[config.mk]
export PLATFORM = sky130hd
export DESIGN_NAME = iob_bridge_flat
export DESIGN_NICKNAME = d
export VERILOG_FILES = /design/src/rtl/iob_bridge_if.sv /design/src/rtl/iob_bridge.sv /design/src/flat_wrapper.sv
export SDC_FILE = /design/constraint.sdc
export NUM_CORES = 1
export LEC_CHECK = 0
export ABC_CLOCK_PERIOD_IN_PS = 4110
export BUFFER_PORTS_ARGS = -buffer_cell sky130_fd_sc_hd__buf_2
export CORE_MARGIN = 3
export CORE_UTILIZATION = 29
export DETAILED_ROUTE_END_ITERATION = 10
export SLEW_MARGIN = 5
export SYNTH_ARGS = -nofsm -noshare
export SYNTH_HDL_FRONTEND = slang
export SYNTH_SLANG_ARGS = --single-unit
[constraint.sdc]
create_clock -name CLK -period 4.11 [get_ports CLK]
set_input_delay 0.6165 -clock CLK [delete_from_list [all_inputs] [get_ports CLK]]
set_output_delay 0.6165 -clock CLK [all_outputs]
set_load 0.05 [all_outputs]
[src/rtl/iob_bridge_if.sv]
// FSB request side and 68000-style I/O bus of the I/O-bus bridge.
interface iob_bridge_if;
  logic ASActive;
  logic ASInactive;
  logic IOCS;
  logic IACS;
  logic nWE;
  logic IOnDTACK;
  logic IOnVPA;
  logic IOASOut;
  logic IOLatch;
  logic IOE;
  logic IORDY;
  logic IOBERR;

  modport master (
    output ASActive, ASInactive, IOCS, IACS, nWE,
    output IOnDTACK, IOnVPA,
    input  IOASOut, IOLatch, IOE, IORDY, IOBERR
  );

  modport slave (
    input  ASActive, ASInactive, IOCS, IACS, nWE,
    input  IOnDTACK, IOnVPA,
    output IOASOut, IOLatch, IOE, IORDY, IOBERR
  );
endinterface

[src/rtl/iob_bridge.sv]
// I/O-bus cycle engine: runs DTACK or VPA/E-synchronous cycles
// for decoded FSB requests, with posted writes and timeout.
module iob_bridge #(
  parameter int EDIV    = 10,
  parameter int EHIGH   = 4,
  parameter int TIMEOUT = 63,
  parameter int RECOV   = 2,
  parameter int POSTWR  = 1
) (
  input logic         CLK,
  input logic         RES,
  iob_bridge_if.slave bus
);
  localparam int EW = (EDIV > 1) ? $clog2(EDIV) : 1;
  localparam int TW = $clog2(TIMEOUT + 1);

  typedef enum logic [2:0] {
    S_IDLE,
    S_ACT,
    S_VPAW,
    S_LATCH,
    S_REC
  } state_t;

  state_t        r_state;
  state_t        w_next;
  logic [EW-1:0] r_ecnt;
  logic [EW-1:0] w_ecnt_nxt;
  logic [TW-1:0] r_cnt;
  logic          r_e;
  logic          r_taken;
  logic          r_wr;
  logic          r_iack;
  logic          r_abort;
  logic          r_rdy;
  logic          r_berr;
  logic          w_req;
  logic          w_cap;
  logic          w_to;
  logic          w_post_in;
  logic          w_posted;
  logic          w_busy;

  assign w_ecnt_nxt = (r_ecnt == EW'(EDIV - 1)) ?
                      '0 : r_ecnt + 1'b1;
  assign w_req = bus.ASActive & (bus.IOCS | bus.IACS)
               & ~r_taken;
  assign w_post_in = (POSTWR != 0) & ~bus.nWE & ~bus.IACS;
  assign w_posted  = (POSTWR != 0) & r_wr & ~r_iack;
  assign w_busy    = (r_state == S_ACT)
                   | (r_state == S_VPAW);

  always_comb begin
    w_next = r_state;
    w_cap  = 1'b0;
    w_to   = 1'b0;
    unique case (r_state)
      S_IDLE: begin
        if (w_req) begin
          w_next = S_ACT;
          w_cap  = 1'b1;
        end
      end
      S_ACT: begin
        if (!bus.IOnDTACK) begin
          w_next = S_LATCH;
        end else if (!bus.IOnVPA) begin
          w_next = S_VPAW;
        end else if (r_cnt == TW'(TIMEOUT)) begin
          w_next = S_REC;
          w_to   = 1'b1;
        end
      end
      // Latch lands on the last E-high cycle of the period.
      S_VPAW: begin
        if (w_ecnt_nxt == EW'(EDIV - 1))
          w_next = S_LATCH;
      end
      S_LATCH: w_next = S_REC;
      S_REC: begin
        if (r_cnt == TW'(RECOV - 1))
          w_next = S_IDLE;
      end
      default: w_next = S_IDLE;
    endcase
  end

  always_ff @(posedge CLK) begin
    if (RES) begin
      r_state <= S_IDLE;
      r_ecnt  <= '0;
      r_e     <= 1'b0;
      r_cnt   <= '0;
      r_taken <= 1'b0;
      r_wr    <= 1'b0;
      r_iack  <= 1'b0;
      r_abort <= 1'b0;
      r_rdy   <= 1'b0;
      r_berr  <= 1'b0;
    end else begin
      r_state <= w_next;
      r_ecnt  <= w_ecnt_nxt;
      r_e     <= (w_ecnt_nxt >= EW'(EDIV - EHIGH));
      // One counter serves ACT timeout and REC idle time.
      if (w_next != r_state)
        r_cnt <= '0;
      else
        r_cnt <= r_cnt + 1'b1;
      if (bus.ASInactive)
        r_taken <= 1'b0;
      else if (w_cap)
        r_taken <= 1'b1;
      if (w_cap) begin
        r_wr   <= ~bus.nWE;
        r_iack <= bus.IACS;
      end
      if (w_cap)
        r_abort <= 1'b0;
      else if (bus.ASInactive && w_busy)
        r_abort <= 1'b1;
      if (bus.ASInactive)
        r_rdy <= 1'b0;
      else if (w_cap && w_post_in)
        r_rdy <= 1'b1;
      else if (r_state == S_LATCH && !w_posted && !r_abort)
        r_rdy <= 1'b1;
      if (bus.ASInactive)
        r_berr <= 1'b0;
      else if (w_to && !w_posted && !r_abort)
        r_berr <= 1'b1;
    end
  end

  assign bus.IOASOut = (r_state == S_ACT)
                     | (r_state == S_VPAW)
                     | (r_state == S_LATCH);
  assign bus.IOLatch = (r_state == S_LATCH);
  assign bus.IOE     = r_e;
  assign bus.IORDY   = r_rdy;
  assign bus.IOBERR  = r_berr;
endmodule

[src/flat_wrapper.sv]
// flat-port wrapper written by rule: the top's interface ports become plain ports
module iob_bridge_flat 
#(
  parameter int EDIV    = 10,
  parameter int EHIGH   = 4,
  parameter int TIMEOUT = 63,
  parameter int RECOV   = 2,
  parameter int POSTWR  = 1
)
  (CLK, RES, bus_ASActive, bus_ASInactive, bus_IOCS, bus_IACS, bus_nWE, bus_IOnDTACK, bus_IOnVPA, bus_IOASOut, bus_IOLatch, bus_IOE, bus_IORDY, bus_IOBERR);
  iob_bridge_if bus_i ();
  input logic CLK;
  input logic RES;
  input wire logic [$bits(bus_i.ASActive)-1:0] bus_ASActive;
  input wire logic [$bits(bus_i.ASInactive)-1:0] bus_ASInactive;
  input wire logic [$bits(bus_i.IOCS)-1:0] bus_IOCS;
  input wire logic [$bits(bus_i.IACS)-1:0] bus_IACS;
  input wire logic [$bits(bus_i.nWE)-1:0] bus_nWE;
  input wire logic [$bits(bus_i.IOnDTACK)-1:0] bus_IOnDTACK;
  input wire logic [$bits(bus_i.IOnVPA)-1:0] bus_IOnVPA;
  output wire logic [$bits(bus_i.IOASOut)-1:0] bus_IOASOut;
  output wire logic [$bits(bus_i.IOLatch)-1:0] bus_IOLatch;
  output wire logic [$bits(bus_i.IOE)-1:0] bus_IOE;
  output wire logic [$bits(bus_i.IORDY)-1:0] bus_IORDY;
  output wire logic [$bits(bus_i.IOBERR)-1:0] bus_IOBERR;
  assign bus_i.ASActive = bus_ASActive;
  assign bus_i.ASInactive = bus_ASInactive;
  assign bus_i.IOCS = bus_IOCS;
  assign bus_i.IACS = bus_IACS;
  assign bus_i.nWE = bus_nWE;
  assign bus_i.IOnDTACK = bus_IOnDTACK;
  assign bus_i.IOnVPA = bus_IOnVPA;
  assign bus_IOASOut = bus_i.IOASOut;
  assign bus_IOLatch = bus_i.IOLatch;
  assign bus_IOE = bus_i.IOE;
  assign bus_IORDY = bus_i.IORDY;
  assign bus_IOBERR = bus_i.IOBERR;
  iob_bridge #(.EDIV(EDIV), .EHIGH(EHIGH), .TIMEOUT(TIMEOUT), .RECOV(RECOV), .POSTWR(POSTWR)) u_core (.CLK(CLK), .RES(RES), .bus(bus_i));
endmodule
==> results of run 1 <==
## power groups by stage
stage	combinational (mW)	clock, mW	sequential (mW)
after CTS	0.0983	0.0956	0.233
final	0.0970	0.0943	0.233
after floorplan	0.0884	0	0.225
after global routing	0.111	0.104	0.237
after detailed placement	0.0980	0	0.238
after global placement	0.0957	0	0.236
## final timing paths
check	to	slack, ns	cells past startpoint	startpoint
setup / recovery	bus_IOLatch	2.01	3	u_core.r_state[0]
hold / removal	u_core.r_taken	0.47	2	u_core.r_taken
setup reg to reg	u_core.r_cnt[5]	2.49	6	u_core.r_cnt[1]
hold reg to reg	u_core.r_taken	0.47	2	u_core.r_taken
## tightest hold or removal path, cell delays in order (launching register included)
cell and delay (ns):
dfxtp_1 0.32, inv_1 0.05, a211oi_1 0.05
## layer usage
metal,up-vias,GRT usage [%],share of wire (%)
met5,-,0,0
met4,0,4.663,2.1
met3,5,1.197,1.7
met2,9,17.65,48
met1,361,13.31,48
li1,421,-,-
## cells by family after synthesis
kind of cell / Yosys count / share of synthesized area (%)
multiplexers: 3 / 2.909
adder cells (fa/ha/maj): 2 / 2.424
AND/OR/NAND/NOR: 42 / 22.91
flip-flops: 20 / 38.79
AO/OA/AOI/OAI: 27 / 21.34
XOR/XNOR: 6 / 5.091
buffers and inverters: 13 / 6.545
## stage by stage
step | instance area [um2] | power [mW]
after detailed placement | 1114 | 0.3357
after global routing | 1136 | 0.4515
after global placement | 1114 | 0.3322
after CTS | 1136 | 0.4271
final | 1136 | 0.4245
after floorplan | 1032 | 0.3138
## cell type report
class / count / share of cell area [%]
Sequential cell: 20 / 35.24
Clock buffer: 3 / 1.982
Timing Repair Buffer: 13 / 5.727
Multi-Input combinational cell: 80 / 49.67
Inverter: 7 / 2.313
Tap cell: 46 / 5.066
## cells in the final DEF, fill, tap and decap left out, types with 2 or more instances in the layout
cell | synthesis | final
nor4b_2 | 2 | 2
dfxtp_1 | 20 | 20
nand3_1 | 3 | 3
ha_1 | 2 | 2
nand2_1 | 6 | 6
xnor2_1 | 4 | 4
nor3_1 | 10 | 10
clkbuf_4 | 0 | 3
xor2_1 | 2 | 2
inv_1 | 7 | 7
a21oi_1 | 6 | 6
mux2i_1 | 3 | 3
o21ai_0 | 6 | 6
nor2_1 | 12 | 12
a211oi_1 | 4 | 4
buf_2 | 3 | 13
## registers in the layout (all words and copies together), names as in the netlist
| signal | cells |
|---|---|
| u_core.r_abort | 1 |
| u_core.bus.IOBERR | 1 |
| u_core.r_ecnt | 4 |
| u_core.r_taken | 1 |
| u_core.r_cnt | 6 |
| u_core.r_state | 3 |
| u_core.r_wr | 1 |
| u_core.r_iack | 1 |
| u_core.bus.IORDY | 1 |
| u_core.bus.IOE | 1 |
==> flow_metrics.tcl, run 1 <==
set metrics [dict create \
    outcome "complete, no violations" \
    globalRouteOverflowTotal 0 \
    timing.critical_path.buf_inv 1 \
    drive_above_1_share_pct 20.33 \
    grt_pass1_vias 799 \
    place_hpwl_um 1488 \
    ant_nets 0 \
    track_usage_pct 10.49 \
    p_leak_nw 0.3943 \
    path_cells "nand2b_4, nor2_1, buf_2" \
    synthFlopType "dfxtp_1" \
    fin_crit_sh_pct 51.12 \
    cpPeakStageDelay_ns 0.69 \
    instances_no_fill 169 \
    ys_seq_area_share_pct 38.79 \
    hp-class "flip-flop to flip-flop" \
    p_sw_share_pct 32.46 \
    hold_buffers 0 \
    dpl_worst_slack_ns 2.348 \
    ff_latch_area_um2 400.4 \
    period_needed_ns 2.101 \
    cts-resized-gates 0 \
    nFillCells 346 \
    gp_congestion 0.7975 \
    ys_top_cells_by_count "20 x dfxtp_1, 12 x nor2_1, 10 x nor3_1, 7 x inv_1" \
    area_growth_pct 10.06 \
    numPortBuffers 13 \
    grt_pass1_wl_um 3588 \
    synth_area_um2 1032 \
    sequentialPowerShare_pct 54.9 \
    clock_path_buffers 2 \
    postSynthCellCount 113 \
    clk_pin_slew_ns 0.11 \
    synth.area.top_cells "dfxtp_1 39%, nor3_1 4.8%, nor2_1 4.4%" \
    clock_latency_ns 0.30 \
    die_w_um 65.66 \
    dr.first_iter.drc_count 16 \
    worstSetupPathType "flip-flop to output port" \
    synth_edf_count 0 \
    intPower_mw 0.2867 \
    cp_slowest_cell "dfxtp_1" \
    wl_um 1999 \
    post_cts_buffers 0 \
    hold_slack_ns 0.4676 \
    max_freq_mhz 476.0 \
    cts-root-buf "clkbuf_4" \
    finalClockSkew_ns 0.001726 \
    dieArea_um2 4311 \
    drc 0 \
    multi_input_area_um2 564.3 \
    grt_max_degree 17 \
    rows 21 \
    dr.pass1.iters 2 \
    postSynthAreaPerCell_um2 9.135 \
    io_pins 14 \
    crit_family "flip-flops" \
    final_util_pct 33.52 \
    max_slew_margin_pct 63.34 \
    placed_cells 166 \
    drv_slew 0 \
    numCtsBuffers 3 \
    setup_violations 0 \
    synth_top_area_share_pct 38.79 \
    hold_viol 0 \
    synth_cell_types 37 \
    wl_per_cell_um 11.83 \
    startpoint_type "flip-flop" \
    routed_via_density 4.710 \
    powerDensity_nw_per_um2 373.6 \
    drv_cap 0 \
    synth_fp_nets 124 \
    nets 136 \
    crit_path_end_kind "output port" \
    cts_sinks 20 \
    p_clk_share_pct 22.2 \
    synth.most_common_cell "dfxtp_1" \
    p_sw_mw 0.1378 \
    power_frac_comb_pct 22.8 \
    tightest_slew_ns 0.5492 \
    required_ns 3.49 \
    start_util_pct 30.45 \
    ir_worst_vdd_mv 0.09741 \
    cts.htree.levels 1 \
    ys_seq_elements 20 \
    rsz0062_at_grt "no" \
    async_flop_share_pct 0 \
    cp_data_arrival_time_ns 1.48 \
    die_y_um 65.66 \
    synth_top_cell_by_area "dfxtp_1" \
    setup-tns-final_ns 0 \
    yosysWarnings 0 \
    cts_tree "built" \
    cp_max_fo 10 \
    coreArea_um2 3390 \
    vias 796 \
    diodes 0 \
    antenna_found_initial 0 \
    setup_ws_ns 2.009 \
]
Note: power is estimated with default switching activity, not from simulation.
==> run 2: changes to the inputs <==
--- a/config.mk
+++ b/config.mk
@@ -5,7 +5,7 @@
 export SDC_FILE = /design/constraint.sdc
 export NUM_CORES = 1
 export LEC_CHECK = 0
-export ABC_CLOCK_PERIOD_IN_PS = 4110
+export ABC_CLOCK_PERIOD_IN_PS = 1900
 export BUFFER_PORTS_ARGS = -buffer_cell sky130_fd_sc_hd__buf_2
 export CORE_MARGIN = 3
 export CORE_UTILIZATION = 29
==> constraint.sdc (replaced) <==
create_clock -name CLK -period 1.9 [get_ports CLK]
set_input_delay 0.285 -clock CLK [delete_from_list [all_inputs] [get_ports CLK]]
set_output_delay 0.285 -clock CLK [all_outputs]
set_load 0.05 [all_outputs]
==> flow_metrics.tcl, run 2 (synthesis gave the netlist of run 1 again) <==
set metrics [dict create \
    clock_latency_ns 0.30 \
    p_sw_share_pct 31.45 \
    hold_slack_ns 0.1772 \
    cp_data_arrival_time_ns 1.50 \
    cp-endpoint "bus_IOLatch" \
    sequentialPowerShare_pct 52.4 \
    io_pins 14 \
    antenna_found_initial 0 \
    setup_ws_ns 0.1108 \
    final_util_pct 33.92 \
    finalClockSkew_ns 0.003111 \
    gp_congestion 0.7719 \
    diodes 0 \
    place_hpwl_um 1541 \
    setup-tns-final_ns 0 \
    numPortBuffers 13 \
    tightest_slew_ns 0.5562 \
    layout_commonest_cell "dfxtp_1" \
    powerDensity_nw_per_um2 840.2 \
    regMostFlops "u_core.r_cnt" \
    largest_register_ffs 6 \
    hp-class "input pin to flip-flop" \
    start_util_pct 30.45 \
    cts-root-buf "clkbuf_4" \
    reg2reg_slack_ns 0.30 \
    setup_violations 0 \
    placed_cells 166 \
    crit_path_end_kind "output port" \
    nets 136 \
    routed_via_density 4.853 \
    ant_nets 0 \
    cts_sinks 20 \
    vias 825 \
    placed_area_um2 1114 \
    wl_per_cell_um 12.16 \
    power_frac_comb_pct 21.4 \
    drive_above_1_share_pct 20.97 \
    clock_path_buffers 2 \
    drc 0 \
    hold_viol 0 \
    post_cts_buffers 0 \
    p_leak_nw 0.4015 \
    nFillCells 364 \
    worstSetupPathType "flip-flop to output port" \
    coreArea_um2 3390 \
    dr.first_iter.drc_count 26 \
    reg2reg_depth 6 \
    max_freq_mhz 558.9 \
    p_total_mw 0.9661 \
    r2r-end "u_core.r_cnt[5]" \
    grt_max_degree 17 \
    area_growth_pct 11.39 \
    outcome "complete, no violations" \
    p_sw_mw 0.3038 \
    cts.htree.levels 1 \
    wl_um 2068 \
    dpl_worst_slack_ns 0.3289 \
    die_y_um 65.66 \
    startpoint_type "flip-flop" \
    globalRouteOverflowTotal 0 \
    rsz0062_at_grt "no" \
    required_ns 1.62 \
    dieArea_um2 4311 \
    hold_buffers 0 \
    max_slew_margin_pct 62.87 \
    drv_cap 0 \
    numCtsBuffers 3 \
    dr.pass1.iters 4 \
    grt_pass1_wl_um 3691 \
    clk_pin_slew_ns 0.12 \
    period_needed_ns 1.789 \
    cp_max_fo 10 \
    fin_crit_sh_pct 94.17 \
    cts-resized-gates 0 \
    reg_top3 "u_core.r_cnt: 6 flops, u_core.r_ecnt: 4 flops, u_core.r_state: 3 flops" \
    p_clk_share_pct 26.2 \
    die_w_um 65.66 \
    final_cell_mix "20 x dfxtp_1, 13 x buf_2, 12 x nor2_1" \
    track_usage_pct 11.05 \
    cts_tree "built" \
    design_area_um2 1150 \
    drv_slew 0 \
    grt_pass1_vias 807 \
    cp-startpoint "u_core.r_state[0]" \
    rows 21 \
    intPower_mw 0.6623 \
    ir_worst_vdd_mv 0.3033 \
    rr_startpoint "u_core.r_cnt[1]" \
    instances_no_fill 170 \
]
==> run 2: cell count changes in the layout (fill, tap and decap cells not counted), sizes merged <==
cell	previous run	this run
clkbuf	3	4
==> run 2: worst min-delay path by stage <==
stage | depth (start not counted) | slack, ns | to | startpoint
2_1_floorplan | 1 | 0.36 | u_core.bus.IORDY | bus_ASInactive
3_3_place_gp | 2 | 0.44 | u_core.r_wr | u_core.r_wr
3_5_place_dp | 2 | 0.44 | u_core.r_taken | u_core.r_taken
4_1_cts | 2 | 0.18 | u_core.bus.IORDY | bus_ASInactive
5_1_grt | 2 | 0.17 | u_core.bus.IORDY | bus_ASInactive
6_report | 2 | 0.18 | u_core.bus.IORDY | bus_ASInactive
==> run 2: area by class of cell <==
cell class / count / area [um2] / area share, %
inverters: 7 / 26.28 / 2.285
multi-input cells: 80 / 564.3 / 49.08
clock buffers: 4 / 36.28 / 3.156
flip-flops and latches: 20 / 400.4 / 34.82
repair buffers: 13 / 65.06 / 5.658
well taps: 46 / 57.56 / 5.005
==> run 2: critical path, stage by stage (launching register included) <==
cell and delay [ns]:
dfxtp_1 0.69, nand2b_4 0.13, nor2_1 0.11, buf_2 0.27
==> run 2: metal layers <==
layer	global-route usage (%)	part of all wire [%]	vias to the layer above
met5	0	0	-
met4	6.218	2.6	0
met3	1.709	2.8	4
met2	17.90	46	14
met1	13.81	49	388
li1	-	-	419
==> run 2: power groups by stage <==
| stage | Clock, mW | Combinational, mW | Sequential [mW] |
|---|---|---|---|
| finish | 0.253 | 0.207 | 0.506 |
| global route | 0.275 | 0.233 | 0.513 |
| CTS | 0.262 | 0.209 | 0.506 |
| detailed placement | 0 | 0.207 | 0.516 |
| global placement | 0 | 0.204 | 0.511 |
| floorplan | 0 | 0.191 | 0.487 |
